`src/rtl/write_back_stage_if.sv`:
```
// Execute-to-write-back bus: retiring instruction, load response, register-file write,
// hazard and fault status. The stage uses the slave modport; its driver uses master.
interface write_back_stage_if #(
    parameter int XLEN       = 32,
    parameter int REG_ADDR_W = 5,
    parameter int OFF_W      = $clog2(XLEN / 8)
);
    logic                  in_valid;
    logic                  in_ready;
    logic                  in_write_enable;
    logic [REG_ADDR_W-1:0] in_rd;
    logic [1:0]            in_sel;
    logic [XLEN-1:0]       in_alu_result;
    logic [XLEN-1:0]       in_pc;
    logic [2:0]            in_load_funct3;
    logic [OFF_W-1:0]      in_load_off;
    logic                  mem_rsp_valid;
    logic [XLEN-1:0]       mem_rsp_data;
    logic                  mem_rsp_error;
    logic                  rf_write_enable;
    logic [REG_ADDR_W-1:0] rf_addr_rd;
    logic [XLEN-1:0]       rf_write_data;
    logic                  pend_valid;
    logic [REG_ADDR_W-1:0] pend_rd;
    logic                  load_fault;
    logic [63:0]           instret;

    modport master (
        output in_valid, in_write_enable, in_rd, in_sel, in_alu_result, in_pc,
               in_load_funct3, in_load_off, mem_rsp_valid, mem_rsp_data, mem_rsp_error,
        input  in_ready, rf_write_enable, rf_addr_rd, rf_write_data, pend_valid, pend_rd,
               load_fault, instret
    );

    modport slave (
        input  in_valid, in_write_enable, in_rd, in_sel, in_alu_result, in_pc,
               in_load_funct3, in_load_off, mem_rsp_valid, mem_rsp_data, mem_rsp_error,
        output in_ready, rf_write_enable, rf_addr_rd, rf_write_data, pend_valid, pend_rd,
               load_fault, instret
    );
endinterface

```
`src/rtl/write_back_stage.sv`:
```
// Write-back stage: retires ALU / PC+4 results in one cycle, waits for and extends load data.
// Optional retired-instruction counter enabled by defining WB_INSTRET_EN.
module write_back_stage #(
    parameter int XLEN       = 32,
    parameter int REG_ADDR_W = 5,
    parameter int OFF_W      = $clog2(XLEN / 8)
) (
    input logic               clk,
    input logic               reset_n,
    write_back_stage_if.slave bus
);

    typedef enum logic {
        IDLE     = 1'b0,
        WAIT_MEM = 1'b1
    } state_e;

    localparam logic [1:0] SEL_MEM = 2'd1;
    localparam logic [1:0] SEL_PC  = 2'd2;
    localparam logic [1:0] SEL_RSV = 2'd3;

    state_e                state_q;
    logic                  rf_we_q;
    logic [REG_ADDR_W-1:0] rf_addr_q;
    logic [XLEN-1:0]       rf_data_q;
    logic                  ld_we_q;
    logic [REG_ADDR_W-1:0] ld_rd_q;
    logic [2:0]            ld_f3_q;
    logic [OFF_W-1:0]      ld_off_q;
    logic                  load_fault_q;

    logic                  accept;
    logic [XLEN-1:0]       shifted;
    logic [XLEN-1:0]       load_data_d;
    logic                  load_bad_d;
    logic [XLEN-1:0]       exec_data_d;

    assign bus.in_ready = (state_q == IDLE);
    assign accept       = bus.in_valid && bus.in_ready;
    assign exec_data_d  = (bus.in_sel == SEL_PC) ? bus.in_pc + XLEN'(4) : bus.in_alu_result;

    // Aligned accesses always start at byte offset*8, so one shift serves every lane size.
    assign shifted = bus.mem_rsp_data >> {ld_off_q, 3'b000};

    // NOTE: every variable gets a default before the case so no latch is inferred.
    always_comb begin
        load_data_d = shifted;
        load_bad_d  = 1'b0;
        case (ld_f3_q)
            3'b000: load_data_d = XLEN'($signed(shifted[7:0]));
            3'b001: begin
                load_data_d = XLEN'($signed(shifted[15:0]));
                load_bad_d  = ld_off_q[0];
            end
            3'b010: begin
                load_data_d = XLEN'($signed(shifted[31:0]));
                load_bad_d  = |ld_off_q[1:0];
            end
            3'b100: load_data_d = XLEN'(shifted[7:0]);
            3'b101: begin
                load_data_d = XLEN'(shifted[15:0]);
                load_bad_d  = ld_off_q[0];
            end
            3'b011: load_bad_d = (XLEN != 64) || (ld_off_q != '0);
            3'b110: begin
                load_data_d = XLEN'(shifted[31:0]);
                load_bad_d  = (XLEN != 64) || (|ld_off_q[1:0]);
            end
            default: load_bad_d = 1'b1;
        endcase
    end

    // NOTE: sequential state uses non-blocking assignments only; strobes default low each cycle.
    always_ff @(posedge clk or negedge reset_n) begin
        if (!reset_n) begin
            state_q      <= IDLE;
            rf_we_q      <= 1'b0;
            rf_addr_q    <= '0;
            rf_data_q    <= '0;
            ld_we_q      <= 1'b0;
            ld_rd_q      <= '0;
            ld_f3_q      <= '0;
            ld_off_q     <= '0;
            load_fault_q <= 1'b0;
        end else begin
            rf_we_q      <= 1'b0;
            load_fault_q <= 1'b0;
            case (state_q)
                IDLE: begin
                    if (accept) begin
                        if (bus.in_sel == SEL_MEM) begin
                            state_q  <= WAIT_MEM;
                            ld_we_q  <= bus.in_write_enable;
                            ld_rd_q  <= bus.in_rd;
                            ld_f3_q  <= bus.in_load_funct3;
                            ld_off_q <= bus.in_load_off;
                        end else if (bus.in_write_enable && (bus.in_rd != '0) &&
                                     (bus.in_sel != SEL_RSV)) begin
                            rf_we_q   <= 1'b1;
                            rf_addr_q <= bus.in_rd;
                            rf_data_q <= exec_data_d;
                        end
                    end
                end
                WAIT_MEM: begin
                    if (bus.mem_rsp_valid) begin
                        state_q <= IDLE;
                        if (load_bad_d || bus.mem_rsp_error) begin
                            load_fault_q <= 1'b1;
                        end else if (ld_we_q && (ld_rd_q != '0)) begin
                            rf_we_q   <= 1'b1;
                            rf_addr_q <= ld_rd_q;
                            rf_data_q <= load_data_d;
                        end
                    end
                end
            endcase
        end
    end

    assign bus.rf_write_enable = rf_we_q;
    assign bus.rf_addr_rd      = rf_addr_q;
    assign bus.rf_write_data   = rf_data_q;
    assign bus.pend_valid      = (state_q == WAIT_MEM);
    assign bus.pend_rd         = ld_rd_q;
    assign bus.load_fault      = load_fault_q;

`ifdef WB_INSTRET_EN
    logic [63:0] instret_q;
    logic        retire;

    // Reserved selects and writes to x0 still retire; only abandoned loads are not counted.
    assign retire = (accept && (bus.in_sel != SEL_MEM)) ||
                    ((state_q == WAIT_MEM) && bus.mem_rsp_valid && !load_bad_d && !bus.mem_rsp_error);

    always_ff @(posedge clk or negedge reset_n) begin
        if (!reset_n) begin
            instret_q <= '0;
        end else if (retire) begin
            instret_q <= instret_q + 64'd1;
        end
    end

    assign bus.instret = instret_q;
`else
    assign bus.instret = '0;
`endif

endmodule

```
`src/flat_wrapper.sv`:
```
// flat-port wrapper written by rule: the top's interface ports become plain ports
module write_back_stage_flat 
#(
    parameter int XLEN       = 32,
    parameter int REG_ADDR_W = 5,
    parameter int OFF_W      = $clog2(XLEN / 8)
)
  (clk, reset_n, bus_in_valid, bus_in_write_enable, bus_in_rd, bus_in_sel, bus_in_alu_result, bus_in_pc, bus_in_load_funct3, bus_in_load_off, bus_mem_rsp_valid, bus_mem_rsp_data, bus_mem_rsp_error, bus_in_ready, bus_rf_write_enable, bus_rf_addr_rd, bus_rf_write_data, bus_pend_valid, bus_pend_rd, bus_load_fault, bus_instret);
  write_back_stage_if #(.XLEN(XLEN), .REG_ADDR_W(REG_ADDR_W), .OFF_W(OFF_W)) bus_i ();
  input logic clk;
  input logic reset_n;
  input wire logic [$bits(bus_i.in_valid)-1:0] bus_in_valid;
  input wire logic [$bits(bus_i.in_write_enable)-1:0] bus_in_write_enable;
  input wire logic [$bits(bus_i.in_rd)-1:0] bus_in_rd;
  input wire logic [$bits(bus_i.in_sel)-1:0] bus_in_sel;
  input wire logic [$bits(bus_i.in_alu_result)-1:0] bus_in_alu_result;
  input wire logic [$bits(bus_i.in_pc)-1:0] bus_in_pc;
  input wire logic [$bits(bus_i.in_load_funct3)-1:0] bus_in_load_funct3;
  input wire logic [$bits(bus_i.in_load_off)-1:0] bus_in_load_off;
  input wire logic [$bits(bus_i.mem_rsp_valid)-1:0] bus_mem_rsp_valid;
  input wire logic [$bits(bus_i.mem_rsp_data)-1:0] bus_mem_rsp_data;
  input wire logic [$bits(bus_i.mem_rsp_error)-1:0] bus_mem_rsp_error;
  output wire logic [$bits(bus_i.in_ready)-1:0] bus_in_ready;
  output wire logic [$bits(bus_i.rf_write_enable)-1:0] bus_rf_write_enable;
  output wire logic [$bits(bus_i.rf_addr_rd)-1:0] bus_rf_addr_rd;
  output wire logic [$bits(bus_i.rf_write_data)-1:0] bus_rf_write_data;
  output wire logic [$bits(bus_i.pend_valid)-1:0] bus_pend_valid;
  output wire logic [$bits(bus_i.pend_rd)-1:0] bus_pend_rd;
  output wire logic [$bits(bus_i.load_fault)-1:0] bus_load_fault;
  output wire logic [$bits(bus_i.instret)-1:0] bus_instret;
  assign bus_i.in_valid = bus_in_valid;
  assign bus_i.in_write_enable = bus_in_write_enable;
  assign bus_i.in_rd = bus_in_rd;
  assign bus_i.in_sel = bus_in_sel;
  assign bus_i.in_alu_result = bus_in_alu_result;
  assign bus_i.in_pc = bus_in_pc;
  assign bus_i.in_load_funct3 = bus_in_load_funct3;
  assign bus_i.in_load_off = bus_in_load_off;
  assign bus_i.mem_rsp_valid = bus_mem_rsp_valid;
  assign bus_i.mem_rsp_data = bus_mem_rsp_data;
  assign bus_i.mem_rsp_error = bus_mem_rsp_error;
  assign bus_in_ready = bus_i.in_ready;
  assign bus_rf_write_enable = bus_i.rf_write_enable;
  assign bus_rf_addr_rd = bus_i.rf_addr_rd;
  assign bus_rf_write_data = bus_i.rf_write_data;
  assign bus_pend_valid = bus_i.pend_valid;
  assign bus_pend_rd = bus_i.pend_rd;
  assign bus_load_fault = bus_i.load_fault;
  assign bus_instret = bus_i.instret;
  write_back_stage #(.XLEN(XLEN), .REG_ADDR_W(REG_ADDR_W), .OFF_W(OFF_W)) u_core (.clk(clk), .reset_n(reset_n), .bus(bus_i));
endmodule
```
`config.mk`:
```
export PLATFORM = sky130hd
export DESIGN_NAME = write_back_stage_flat
export DESIGN_NICKNAME = d
export VERILOG_FILES = /design/src/rtl/write_back_stage_if.sv /design/src/rtl/write_back_stage.sv /design/src/flat_wrapper.sv
export SDC_FILE = /design/constraint.sdc
export NUM_CORES = 1
export LEC_CHECK = 0
export CAP_MARGIN = 20
export CORE_UTILIZATION = 41
export DETAILED_ROUTE_END_ITERATION = 6
export HOLD_SLACK_MARGIN = 0.05
export PLACE_DENSITY_LB_ADDON = 0.3
export SYNTH_ARGS = -nofsm -noshare
export SYNTH_HDL_FRONTEND = slang
export SYNTH_SLANG_ARGS = --single-unit
```
`constraint.sdc`:
```
create_clock -name clk -period 2.9 [get_ports clk]
set_clock_uncertainty 0.2 [all_clocks]
set_input_delay 0.58 -clock clk [delete_from_list [all_inputs] [get_ports clk]]
set_output_delay 0.58 -clock clk [all_outputs]
set_load 0.02 [all_outputs]
```
### After elaboration in Yosys (flattened, before gate mapping)

Cells that the tools add are included.

* input port bits: 114
* bits in latches: 0
* ROM bits: 0
* register bits after elaboration: 51
* bits in writable memories: 0
* word-level logic and storage cells: 69
* memories: 0

* shifts and indexed selects: 1
* $mul: 0
* reduce and logical (&&, ||, !) cells: 13
* bitwise operators: 1
* multiplexer cells: 31
* order comparisons: 0
* divide/modulo/power cells: 0
* $add $sub $neg: 1
* equal/unequal tests: 13

Operator list (count)
* $mux 32: 7
* $pmux 32 s4: 1
* $pmux 32 s2: 1
* $add 32x3->32 const B: 1
* $shr 32x5->32: 1
* $mux 5: 6
* $ne 2x2->1 const B: 7
* $mux 1: 12
* $pmux 5 s2: 1
* $reduce_bool 5->1: 2
* $eq 3x3->1 const B: 2
* $reduce_and 6->1: 1
* $reduce_or 2->1: 3
* $logic_and 1x1->1: 4
* $pmux 1 s2: 2
* $eq 3x1->1 const B: 1
* $eq 3x2->1 const B: 1
* $logic_not 3->1: 1
* $pmux 1 s3: 1
* $reduce_and 3->1: 1
* $eq 2x1->1 const B: 1
* $eq 2x2->1 const B: 1
* $logic_or 1x1->1: 1
* $not 1->1: 1

### Logic depth before layout (Yosys ltp)

Gate-level depths: netlist (run 1).

* depth in word-level cells: 7
* depth in mapped cells: 9
* mapped depth without buffers: 6

### Worst setup path before layout (run 1)

No wires, ideal clock.

* path type: input port to flip-flop
* from: in bus_in_rd[2]
* to: reg u_core.rf_data_q[1] (netlist: u_core.bus.rf_write_data[1])
* cell stages on the path: 6
* path buffers: 1
* setup slack: 586 ps
* arrival time: 1989 ps
* cell sequence: or4_1 > o21ai_0 > o21a_1 > clkinv_2 > buf_6 > mux2_2

* word-level cells in the longest chain between the ends: 5

Ends and longest elaborated chain
* from (decl): RTL line flat_wrapper.sv:14 `input wire logic [$bits(bus_i.in_rd)-1:0] bus_in_rd;`
* $reduce_bool 5->1: RTL line write_back_stage.sv:97 `end else if (bus.in_write_enable && (bus.in_rd != '0) &&`
* $logic_and 1x1->1 (2 in series): RTL line write_back_stage.sv:97
* $ne 2x2->1 (no source line)
* $reduce_and 6->1 (no source line)
* to (signal assigned): RTL line write_back_stage.sv:101 `rf_data_q <= exec_data_d;`
* to (signal assigned): RTL line write_back_stage.sv:113 `rf_data_q <= load_data_d;`
* to (decl): RTL line write_back_stage.sv:25 `logic [XLEN-1:0] rf_data_q;`

No other way between the ends.
A chain may end at the register's enable or synchronous reset.

### Worst setup path in the final report (run 1)

* from: in bus_in_pc[3]
* to: reg u_core.rf_data_q[31] (netlist: u_core.bus.rf_write_data[31])

* word-level cells in the longest chain between the ends: 6

Ends and longest elaborated chain
* from (decl): RTL line flat_wrapper.sv:17 `input wire logic [$bits(bus_i.in_pc)-1:0] bus_in_pc;`
* $add 32x3->32: RTL line write_back_stage.sv:40 `assign exec_data_d = (bus.in_sel == SEL_PC) ? bus.in_pc + XLEN'(4) : bus.in_alu_result;`
* $mux 32: RTL line write_back_stage.sv:40
* $mux 32: RTL line write_back_stage.sv:97
* $mux 32: RTL line write_back_stage.sv:91 `if (bus.in_sel == SEL_MEM) begin`
* $mux 32: RTL line write_back_stage.sv:90 `if (accept) begin`
* $pmux 32 s2: RTL line write_back_stage.sv:88 `case (state_q)`

No other way between the ends. The select of a mux whose other input is x is not followed.

==> flow_summary_export.csv, run 1 <==
group,metric,value,unit
run_status,status,"complete, no violations",
logic_synthesis,synth_cell_type_count,57,
logic_synthesis,yosys-top-cells-area,"dfrtp_1 (29%), buf_4 (11%), mux2i_1 (6.4%)",
placement,portBuffers,159,
cells_and_area,antennaDiodeCount,0,
timing,timing.final.crit_share,91.04,%
clocking,root_buffer,"clkbuf_8",
routing,drc,0,
routing,wl_per_cell,17.28,um
global_route,use_met2,41.77,%
floorplanning,rows,37,
floorplanning,start_util,42.10,%
cells_and_area,nets,809,
logic_synthesis,syn_inst,513,
global_route,grt_use_total,26.18,%
worst_hold_path,hold_path.class,"in -> async",
timing,slew_viol_final,0,
routing,postRouteAntennaNets,0,
cells_and_area,multi_input_area,2628,sq um
critical_path,r2r_cells,6,
routing,vias,4520,
clocking,ctsResizeCount,0,
placement,place_congestion,0.9770,
logic_synthesis,synth_top_cell_by_area,"dfrtp_1",
clocking,cts.htree.levels,2,
critical_path,reg2reg_slack,0.46,ns
cells_and_area,syn_to_final_growth,42.86,%
logic_synthesis,synth-seq-cells,51,
cells_and_area,fillCellCount,896,
routing,dr.pass1.iters,5,
global_route,grt_use_met3,3.244,%
cells_and_area,finalNonFillerCells,831,
global_route,grt_max_degree,32,
clocking,clk_latency,0.31,ns
global_route,grt_antenna_before_repair,0,
global_route,grt_pass1_vias,4242,
power_and_ir_drop,p_leak,2.559,nW
logic_synthesis,synthArstFlopShare,100.0,%
critical_path,end_kind,"flip-flop",
clocking,numClockSinks,51,
critical_path,rr_startpoint,"u_core.ld_f3_q[0]",
critical_path,cp-start-kind,"primary input",
placement,post-place-cells,823,
power_and_ir_drop,power_density,517.9,nW/um^2
timing,min_period,2.640,ns
critical_path,cp_max_fo,9,
timing,tightest_slew,0.7535,ns
routing,drtIter0Drc,334,
routing,drt-total-wl,14360,um
logic_synthesis,yosysTopAreaCellShare,29.36,%
timing,fmax,378.8,MHz
clocking,numCtsBuffers,5,
critical_path,worstSetupPathType,"in -> reg",
timing,fin_ws,0.2600,ns
global_route,overflow,0,
critical_path,required,2.90,ns
timing,max-slew-margin-rel,49.76,%
floorplanning,die_h,105.0,um
floorplanning,io_pins,224,
clocking,cts_hold_buffers,0,
clocking,cts_buffer_depth,2,
clocking,post_cts.repair.setup_buffers,0,
cells_and_area,drive_gt1_share,14.24,%
logic_synthesis,syn_area,4347,sq um
placement,dp_slack,-0.07175,ns
routing,vias_per_cell,5.439,
logic_synthesis,avgSynthCellArea,8.473,sq um
logic_synthesis,ys.flop_type,"dfrtp_1",
global_route,use_met1,36.43,%
power_and_ir_drop,max-vdd-ir-drop,0.2844,mV
critical_path,worstPathArrival,2.64,ns
critical_path,r2r-end,"u_core.bus.rf_write_data[31]",
logic_synthesis,yosysSeqAreaShare,29.36,%
floorplanning,core,10320,sq um
placement,hpwl,11360,um
job,drv_cap,0,
clocking,cts_tree,"yes",
clocking,path_clk_slew,0.10,ns
global_route,top_usage_layer,"met2",
global_route,grt_first_pass_wirelength,22730,um
logic_synthesis,yosysWarnings,0,
floorplanning,fp.dieW,105.0,um
timing,rsz0062_at_grt,"false",
timing,setup_viol,0,
cells_and_area,seq_area,1276,sq um
logic_synthesis,synth_edf_count,0,
timing,final-hold-violation-count,0,
floorplanning,dieArea,11020,sq um
[worst max-delay path: stages]
cell             delay (ns)
clkdlybuf4s50_1        0.52
and4_1                 0.25
nand4_1                0.23
buf_4                  0.26
nor4_1                 0.36
buf_4                  0.19
and4_1                 0.18
o31ai_1                0.07
[sequential cells by signal (all words and copies together) (netlist names)]
| register | flops |
|---|---|
| u_core.bus.rf_addr_rd | 5 |
| u_core.ld_off_q | 2 |
| u_core.ld_f3_q | 3 |
| u_core.bus.load_fault | 1 |
| u_core.bus.pend_rd | 5 |
| u_core.ld_we_q | 1 |
| u_core.bus.rf_write_data | 32 |
| u_core.bus.pend_valid | 1 |
| u_core.bus.rf_write_enable | 1 |
[through the flow]
step	setup TNS, ns	instance area, sq um	utilization [%]	power, W	hold slack (ns)
after floorplan	0	4583	-	0.001981	0.08441
after global placement	-0.02997	6097	59.06	0.002669	0.2617
after detailed placement	-0.07175	6097	59.06	0.002698	0.2718
after CTS	0	6210	60.15	0.003211	0.1418
after global routing	0	6210	60.15	0.003377	0.1764
final	0	6210	60.15	0.003216	0.1225
[cell type report]
| cell class | instances | area share [%] |
|---|---|---|
| clock buffer | 5 | 1.108 |
| clock inverter | 3 | 0.7052 |
| inverter | 8 | 0.5037 |
| multi-input combinational | 420 | 42.31 |
| sequential | 51 | 20.55 |
| tap | 136 | 2.740 |
| timing repair buffer | 208 | 32.08 |
[synth_stat cells, types with 2 or more instances]
| library cell | n |
|---|---|
| a311oi_1 | 2 |
| nand4_1 | 14 |
| clkbuf_1 | 18 |
| nand2_1 | 56 |
| o31a_1 | 10 |
| nor4_1 | 10 |
| o21ai_0 | 31 |
| buf_4 | 65 |
| o31ai_2 | 11 |
| nor4_2 | 4 |
| o22ai_1 | 3 |
| inv_1 | 6 |
| or4_1 | 5 |
| and3_1 | 3 |
| nor4bb_1 | 2 |
| nor2b_1 | 7 |
| buf_6 | 5 |
| a211oi_1 | 6 |
| nand2b_1 | 2 |
| mux2_2 | 19 |
| buf_1 | 2 |
| buf_2 | 7 |
| a21oi_1 | 24 |
| o211ai_1 | 6 |
| and4_1 | 4 |
| and2_1 | 5 |
| o211a_1 | 2 |
| nand3_1 | 7 |
| nor3_1 | 14 |
| o21ai_1 | 11 |
| dfrtp_1 | 51 |
| xnor2_1 | 5 |
| mux2i_1 | 28 |
| o31ai_1 | 6 |
| or3_1 | 4 |
| nor2_1 | 27 |
| o221ai_1 | 5 |
| xor2_1 | 7 |
[layer usage]
layer / up-vias / wire length [um]
met5: - / 0
met4: 0 / 449
met3: 33 / 1131
met2: 259 / 6649
met1: 2128 / 6129
li1: 2100 / -
[layout by cell type (no fill, tap or decap), types with 4 or more instances in the layout]
master / count
a211oi_1: 6
a21oi_1: 24
and2_1: 5
and4_1: 4
buf_4: 46
clkbuf_8: 5
clkdlybuf4s50_1: 158
conb_1: 64
dfrtp_1: 51
inv_1: 6
mux2_2: 19
mux2i_1: 28
nand2_1: 56
nand3_1: 7
nand4_1: 14
nor2_1: 27
nor2b_1: 7
nor3_1: 14
nor4_1: 10
nor4_2: 4
o211ai_1: 6
o21ai_0: 31
o21ai_1: 11
o221ai_1: 5
o31a_1: 10
o31ai_1: 6
o31ai_2: 11
or3_1: 4
or4_1: 5
xnor2_1: 5
xor2_1: 7
[how the worst max path moves through the flow]
| stage | slack (ns) | depth (start not counted) | end | startpoint |
|---|---|---|---|---|
| after floorplan | 0.59 | 6 | u_core.bus.rf_write_data[1] | bus_in_rd[2] |
| after global placement | -0.03 | 7 | u_core.bus.rf_write_data[31] | bus_in_pc[11] |
| after detailed placement | -0.07 | 8 | u_core.bus.rf_write_data[31] | bus_in_pc[3] |
| after CTS | 0.27 | 8 | u_core.bus.rf_write_data[31] | bus_in_pc[3] |
| after global routing | 0.19 | 8 | u_core.bus.rf_write_data[31] | bus_in_pc[3] |
| final | 0.26 | 8 | u_core.bus.rf_write_data[31] | bus_in_pc[3] |
[report_power, final]
group	total (W)	switching, W	internal (W)
clock	0.000515	0.000257	0.000258
combinational	0.00164	0.000866	0.000772
sequential	0.00106	0.000156	0.000907
[cell families after synthesis]
kind of cell             Yosys count  share of synthesized area, %
AND/OR/NAND/NOR                  168                         20.01
AO/OA/AOI/OAI                    127                         20.18
buffers and inverters            105                         15.77
flip-flops                        51                         29.36
multiplexers                      48                         11.89
XOR/XNOR                          12                         2.418
adder cells (fa/ha/maj)            1                        0.2878
other                              1                       0.08627
No activity file was read; power rests on OpenSTA's default activity.
==> run 2, diff against run 1 <==
--- a/config.mk
+++ b/config.mk
@@ -10,6 +10,7 @@
 export DETAILED_ROUTE_END_ITERATION = 6
 export HOLD_SLACK_MARGIN = 0.05
 export PLACE_DENSITY_LB_ADDON = 0.3
+export SKIP_LAST_GASP = 1
 export SYNTH_ARGS = -nofsm -noshare
 export SYNTH_HDL_FRONTEND = slang
 export SYNTH_SLANG_ARGS = --single-unit
==> results of run 2 <==
The final DEF is identical to that of run 1; final timing and power are the same.
